`src/rtl/vi_pkg.sv`:
```
// Shared defaults for the integer register file and its scoreboard.
package vi_pkg;

    localparam int DATA_W_DEF = 32;
    localparam int ADDR_W_DEF = 5;
    localparam int REG_ZERO   = 0;

endpackage

```
`src/rtl/int_scoreboard.sv`:
```
// Busy-bit scoreboard: tracks in-flight destinations and raises RAW/WAW stalls.
module int_scoreboard
    import vi_pkg::*;
#(
    parameter int ADDR_W   = ADDR_W_DEF,
    parameter int NUM_READ = 2
) (
    input  logic                       clk_i,
    input  logic                       rsn_i,
    input  logic [NUM_READ-1:0]        rd_en_i,
    input  logic [NUM_READ*ADDR_W-1:0] rd_addr_i,
    output logic [NUM_READ-1:0]        rd_busy_o,
    input  logic                       issue_valid_i,
    input  logic [ADDR_W-1:0]          issue_addr_i,
    output logic                       stall_o,
    input  logic                       wr_enable_i,
    input  logic [ADDR_W-1:0]          wr_addr_i,
    input  logic                       flush_i,
    output logic [ADDR_W:0]            pending_cnt_o
);

    localparam int                NREG = 2 ** ADDR_W;
    localparam logic [ADDR_W-1:0] ZERO = ADDR_W'(REG_ZERO);

    logic [NREG-1:0]     r_busy;
    logic [NREG-1:0]     w_busy_nxt;
    logic [ADDR_W:0]     r_pending;
    logic [ADDR_W:0]     w_pending_nxt;
    logic [NUM_READ-1:0] w_rd_busy;
    logic                w_issue_haz;
    logic                w_stall;
    logic                w_issue_fire;

    // A same-cycle write-back to the read address hides the busy bit.
    for (genvar k = 0; k < NUM_READ; k++) begin : g_port
        logic [ADDR_W-1:0] w_addr;
        logic              w_hit;
        assign w_addr       = rd_addr_i[k*ADDR_W +: ADDR_W];
        assign w_hit        = wr_enable_i && (wr_addr_i == w_addr) && (w_addr != ZERO);
        assign w_rd_busy[k] = r_busy[w_addr] & ~w_hit;
    end

    // WAW: the destination is still pending unless its write-back lands now.
    assign w_issue_haz  = issue_valid_i && (issue_addr_i != ZERO) && r_busy[issue_addr_i]
                          && !(wr_enable_i && (wr_addr_i == issue_addr_i));
    assign w_stall      = (|(rd_en_i & w_rd_busy)) | w_issue_haz;
    assign w_issue_fire = issue_valid_i && !w_stall && !flush_i && (issue_addr_i != ZERO);

    assign rd_busy_o     = w_rd_busy;
    assign stall_o       = w_stall;
    assign pending_cnt_o = r_pending;

    // Next busy vector: flush, then issue (beats write-back), then write-back clear.
    always_comb begin
        w_busy_nxt = r_busy;
        for (int r = 1; r < NREG; r++) begin
            if (flush_i)
                w_busy_nxt[r] = 1'b0;
            else if (w_issue_fire && (issue_addr_i == ADDR_W'(r)))
                w_busy_nxt[r] = 1'b1;
            else if (wr_enable_i && (wr_addr_i == ADDR_W'(r)))
                w_busy_nxt[r] = 1'b0;
        end
        w_busy_nxt[0] = 1'b0;
    end

    // Population count of the post-update busy vector, so the register tracks busy exactly.
    always_comb begin
        w_pending_nxt = '0;
        for (int r = 0; r < NREG; r++)
            w_pending_nxt = w_pending_nxt + (ADDR_W+1)'(w_busy_nxt[r]);
    end

    // Busy vector and pending count state.
    always_ff @(posedge clk_i or negedge rsn_i) begin
        if (!rsn_i) begin
            r_busy    <= '0;
            r_pending <= '0;
        end else begin
            r_busy    <= w_busy_nxt;
            r_pending <= w_pending_nxt;
        end
    end

endmodule

```
`src/rtl/int_regfile_sb.sv`:
```
// Integer register file with N bypassed read ports and an in-flight scoreboard.
module int_regfile_sb
    import vi_pkg::*;
#(
    parameter int DATA_W   = DATA_W_DEF,
    parameter int ADDR_W   = ADDR_W_DEF,
    parameter int NUM_READ = 2
) (
    input  logic                       clk_i,
    input  logic                       rsn_i,
    input  logic [NUM_READ-1:0]        rd_en_i,
    input  logic [NUM_READ*ADDR_W-1:0] rd_addr_i,
    output logic [NUM_READ*DATA_W-1:0] rd_data_o,
    output logic [NUM_READ-1:0]        rd_busy_o,
    input  logic                       issue_valid_i,
    input  logic [ADDR_W-1:0]          issue_addr_i,
    output logic                       stall_o,
    input  logic                       wr_enable_i,
    input  logic [ADDR_W-1:0]          wr_addr_i,
    input  logic [DATA_W-1:0]          wr_data_i,
    input  logic                       flush_i,
    output logic [ADDR_W:0]            pending_cnt_o
);

    localparam int                NREG = 2 ** ADDR_W;
    localparam logic [ADDR_W-1:0] ZERO = ADDR_W'(REG_ZERO);

    if ((NUM_READ < 1) || (NUM_READ > 4)) begin : g_bad_num_read
        $error("int_regfile_sb: NUM_READ must be 1..4");
    end

    logic [NREG-1:0][DATA_W-1:0] r_regs;

    // Storage write; x0 is never written so it always reads zero.
    always_ff @(posedge clk_i or negedge rsn_i) begin
        if (!rsn_i)
            r_regs <= '0;
        else if (wr_enable_i && (wr_addr_i != ZERO))
            r_regs[wr_addr_i] <= wr_data_i;
    end

    // Read muxes with same-cycle write-back bypass.
    for (genvar k = 0; k < NUM_READ; k++) begin : g_rd
        logic [ADDR_W-1:0] w_addr;
        logic              w_hit;
        assign w_addr = rd_addr_i[k*ADDR_W +: ADDR_W];
        assign w_hit  = wr_enable_i && (wr_addr_i == w_addr) && (w_addr != ZERO);
        assign rd_data_o[k*DATA_W +: DATA_W] = w_hit ? wr_data_i : r_regs[w_addr];
    end

    int_scoreboard #(
        .ADDR_W   (ADDR_W),
        .NUM_READ (NUM_READ)
    ) u_sb (
        .clk_i         (clk_i),
        .rsn_i         (rsn_i),
        .rd_en_i       (rd_en_i),
        .rd_addr_i     (rd_addr_i),
        .rd_busy_o     (rd_busy_o),
        .issue_valid_i (issue_valid_i),
        .issue_addr_i  (issue_addr_i),
        .stall_o       (stall_o),
        .wr_enable_i   (wr_enable_i),
        .wr_addr_i     (wr_addr_i),
        .flush_i       (flush_i),
        .pending_cnt_o (pending_cnt_o)
    );

endmodule

```
`config.mk`:
```
export PLATFORM = sky130hd
export DESIGN_NAME = int_regfile_sb
export DESIGN_NICKNAME = d
export VERILOG_FILES = /design/src/rtl/vi_pkg.sv /design/src/rtl/int_scoreboard.sv /design/src/rtl/int_regfile_sb.sv
export SDC_FILE = /design/constraint.sdc
export NUM_CORES = 2
export LEC_CHECK = 0
export ABC_AREA = 1
export BUFFER_PORTS_ARGS = -buffer_cell sky130_fd_sc_hd__buf_2
export CAP_MARGIN = 25
export CELL_PAD_IN_SITES_DETAIL_PLACEMENT = 0
export CELL_PAD_IN_SITES_GLOBAL_PLACEMENT = 1
export CORE_ASPECT_RATIO = 0.75
export CORE_MARGIN = 2
export CORE_UTILIZATION = 51
export DETAILED_ROUTE_END_ITERATION = 16
export PLACE_DENSITY = 0.85
export SYNTH_ARGS = -nofsm -noshare
export SYNTH_HDL_FRONTEND = slang
export SYNTH_SLANG_ARGS = --single-unit
```
`constraint.sdc`:
```
create_clock -name clk_i -period 15.8 [get_ports clk_i]
set_input_delay 2.37 -clock clk_i [delete_from_list [all_inputs] [get_ports clk_i]]
set_output_delay 2.37 -clock clk_i [all_outputs]
set_load 0.05 [all_outputs]
```
==> metrics.log <==
[metrics] final setup TNS: 0 ps
[metrics] count of antenna-violating nets left after detailed routing: 0
[metrics] CTS tree: done
[metrics] setup slack of the worst register-to-register path: 9130 ps
[metrics] Leak: 27.8 nW
[metrics] Setup WS pre-CTS: 5370 ps
[metrics] sequential share of the synthesized area: 45.7%
[metrics] critical register-to-register path endpoint: u_sb.pending_cnt_o[4]
[metrics] Routed wire per std cell: 26.1 µm
[metrics] routed via count divided by cell count: approximately 6.4
[metrics] CP max-delay cell: sky130_fd_sc_hd__buf_4
[metrics] Clock H-tree levels: 3
[metrics] final-report hold violation count: 0
[metrics] synthesized area per cell: ~7.4 µm²
[metrics] final HPWL from detailed placement: 126 mm
[metrics] proportion of layout cells with a drive suffix above 1: 6.60%
[metrics] min-delay worst type: flop to flop
[metrics] top cells by area in the synthesized netlist: sky130_fd_sc_hd__dfrtp_1, sky130_fd_sc_hd__o21ai_0, sky130_fd_sc_hd__nand2_1, sky130_fd_sc_hd__nor2_1, sky130_fd_sc_hd__clkbuf_1
[metrics] placer congestion estimate: 0.938
[metrics] largest area contributor in the synthesized netlist: sky130_fd_sc_hd__dfrtp_1
[metrics] ratio of total power to cell area: 127 nW/µm²
[metrics] unrepaired setup endpoints after global routing: false
[metrics] Peak Freq: 0.0990 GHz
[metrics] clock transition at the registers of the reported paths: approximately 70 ps
[metrics] final clock period utilization by the worst path: 63.9%
[metrics] number of endpoints failing setup at the final stage: 0
[metrics] terminating pin of the worst hold path: r_regs[31]
[metrics] effective utilization at floorplan: 51.2%
[metrics] port buffer count: 131
[metrics] die area: 117000 µm²
[metrics] Max Fanout on Critical Path: 127
[metrics] largest stage delay on the critical path: 950 ps
[metrics] die boundary height: 296 µm
[metrics] PnR worst setup slack: between 5000 and 6000 ps
[metrics] number of max-slew violations in the final report: 0
[metrics] count of yosys warnings during synthesis: 0
[metrics] final core utilization: 55.5%
[metrics] # fillers: around 11000
[metrics] syn nets: around 7900
[metrics] Worst Min Path Start: r_regs[31]
[metrics] number of clock sinks seen by CTS: ~1100
[metrics] origin of the critical flop-to-flop path: u_sb.r_busy[1]
[metrics] headroom to the max-slew limit: between 20% and 30%
[metrics] clock insertion delay at the later pin of the skew report: 730 ps
[metrics] pin count of the biggest net entering global routing: 183
[metrics] element type at the critical path end: output port
[metrics] flip-flop and latch count after synthesis: 1061
[metrics] Worst setup SP type: primary input
[metrics] boundary pin count: 132
[metrics] max_cap viols: 0
[metrics] clk buf depth: 3
[metrics] core region area: 113000 µm²
[metrics] post-synthesis instance area: 58000 µm²
[metrics] number of cells on the worst hold path: 0
[metrics] first-pass GRT wire length: 353 mm
[metrics] cell chain of the critical path: buf_8, inv_8, buf_4, buf_4, buf_4, o21ai_0, o22ai_1, nor2_1, o31ai_1, nand3_1, o21ai_1, buf_2
[metrics] post-cts hold buffer count: 0
[metrics] routed via count: slightly below 60000
[metrics] worst hold slack: 396 ps
[metrics] Routed Wire Length: 236 mm
[metrics] fin crit period: ~10000 ps
[metrics] ys flop type: sky130_fd_sc_hd__dfrtp_1
[metrics] top post-synthesis cells by count: sky130_fd_sc_hd__o21ai_0, sky130_fd_sc_hd__nand2_1, sky130_fd_sc_hd__dfrtp_1
[metrics] outcome: finished, final reports clean
[metrics] Crit path required time: 13430 ps
[metrics] Final #Nets: 7502
[metrics] skew final: 8.42 ps
[metrics] die extent in x: around 400 µm
[metrics] length in cells of the worst reg-to-reg path: 27
[metrics] data arrival time of the critical path: 7730 ps
[metrics] Tot GR Track Use: 39.8%
[metrics] distinct cell type count after synthesis: 37
[metrics] post-synthesis instance total: ~7900
[metrics] Synth async-reset ratio: 100%
[metrics] Post CTS Setup Buffer Count: 0
[metrics] Max rail drop VDD: about 0.000086 V
[metrics] row cnt: approximately 110
[metrics] Initial DRT Pass Iterations: 7
[metrics] final global-route overflow total: 0
[metrics] worst setup path class: primary input to output port
[metrics] via count of the first global-routing pass: 54359
[metrics] initial antenna violation count: 9
[metrics] detailed-route DRC error count: 0
[metrics] number of buffers created by CTS: between 100 and 150
[metrics] Post-synth EDFFs: 0
[metrics] most frequently used cell type in the post-synthesis netlist: sky130_fd_sc_hd__o21ai_0
[metrics] post-synth top area share: a little under half
[metrics] Slew @ Worst Pin: 1170 ps
[metrics] area growth from synthesis to layout: 8.31%
[metrics] most prevalent standard cell on the critical path: sky130_fd_sc_hd__buf_4
[metrics] post-cts sizing count: 0
[metrics] CTS root buf: sky130_fd_sc_hd__clkbuf_16
[metrics] DRT iter0 DRCs: 8479
routing by layer:
layer / share of wire, % / vias to the layer above / wire length (µm) / global-route usage (%)
li1: - / 25897 / - / -
met1: 41 / 27803 / 95600 / 55.1
met2: 41 / 3830 / 97100 / 57.7
met3: 13 / 684 / 30500 / 11.1
met4: 5.2 / 8 / 12300 / 19.4
met5: 0.094 / - / 221 / 0
per-stage QoR:
step	total power [mW]	instances	area (µm²)
6_report	7.97	9029	62900
5_1_grt	8.34	9026	62900
4_1_cts	7.94	9018	62700
3_5_place_dp	5.05	8816	58700
3_3_place_gp	5.01	8812	58700
2_1_floorplan	4.54	7850	58000
cell families (layout without fill, tap and decap cells):
group           count (synthesis)  after routing  synth area share, %
xor+xnor                        5              5               0.0754
simple gates                 2772           2772                 18.9
compound gates               2925           2925                 27.0
buf+inv                      1055            705                 7.25
fa+ha+maj                      32             32                0.987
flops                        1061           1061                 45.7
other cells                     0              3                    0
where the power goes:
part | leakage (nW) | switching [mW] | internal [mW]
Clock | 1.97 | 1.18 | 1.73
Combinational | 12.1 | 1.01 | 0.497
Sequential | 13.7 | 0.358 | 3.20
Total | 27.8 | 2.54 | 5.42
how the worst max path moves through the flow:
| stage | start | to | slack [ps] | cells past startpoint |
|---|---|---|---|---|
| 3_3_place_gp | rd_addr_i[3] | u_sb.pending_cnt_o[4] | 5420 | 28 |
| 6_report | rd_addr_i[5] | rd_data_o[61] | 5700 | 12 |
| 2_1_floorplan | issue_addr_i[0] | u_sb.pending_cnt_o[4] | 7880 | 29 |
| 5_1_grt | rd_addr_i[5] | rd_data_o[61] | 5520 | 12 |
| 3_5_place_dp | rd_addr_i[3] | u_sb.pending_cnt_o[4] | 5370 | 28 |
| 4_1_cts | rd_addr_i[5] | rd_data_o[58] | 5970 | 12 |
flip-flops by register name (all words and copies together), names as in the netlist:
| name | cells |
|---|---|
| r_regs | 1024 |
| u_sb.pending_cnt_o | 6 |
| u_sb.r_busy | 31 |
placed cells by master (no fill, tap or decap), types with 9 or more instances in the layout:
master	Yosys	routed
sky130_fd_sc_hd__clkbuf_16	0	117
sky130_fd_sc_hd__a221oi_1	10	10
sky130_fd_sc_hd__buf_12	0	13
sky130_fd_sc_hd__o221ai_1	73	73
sky130_fd_sc_hd__nor3_1	62	62
sky130_fd_sc_hd__buf_4	9	111
sky130_fd_sc_hd__nand3_1	260	260
sky130_fd_sc_hd__inv_1	235	230
sky130_fd_sc_hd__fa_1	23	23
sky130_fd_sc_hd__clkbuf_1	615	19
sky130_fd_sc_hd__o22ai_1	351	351
sky130_fd_sc_hd__a21oi_1	280	280
sky130_fd_sc_hd__o21ai_1	28	28
sky130_fd_sc_hd__clkinv_2	0	16
sky130_fd_sc_hd__nor2_1	959	957
sky130_fd_sc_hd__clkbuf_8	0	34
sky130_fd_sc_hd__o211ai_1	51	51
sky130_fd_sc_hd__o21ai_0	2068	2068
sky130_fd_sc_hd__nand2_1	1425	1394
sky130_fd_sc_hd__dfrtp_1	1061	1061
sky130_fd_sc_hd__o31ai_1	15	15
sky130_fd_sc_hd__a211oi_1	45	45
sky130_fd_sc_hd__ha_1	9	9
sky130_fd_sc_hd__buf_2	126	124
sky130_fd_sc_hd__nand4_1	56	56
sky130_fd_sc_hd__bufinv_16	0	14
sky130_fd_sc_hd__nand2_4	0	31
layout make-up:
class / instances / area (µm²) / share of cell area (%)
clock buffers: 169 / 3450 / 5.49
diodes: 3 / 7.51 / 0.0119
flip-flops and latches: 1061 / 26600 / 42.2
inverters: 242 / 958 / 1.52
repair buffers: 261 / 1910 / 3.04
multi-input cells: 5734 / 27500 / 43.8
clock inverters: 33 / 539 / 0.858
well taps: 1526 / 1910 / 3.04
worst max-delay path, delay by kind of cell:
kind | cells | cell delay [ps]
AO/OA/AOI/OAI | 4 | 1110
AND/OR/NAND/NOR | 2 | 230
buffers and inverters | 6 | 3690
No activity file was read; power rests on OpenSTA's default activity.
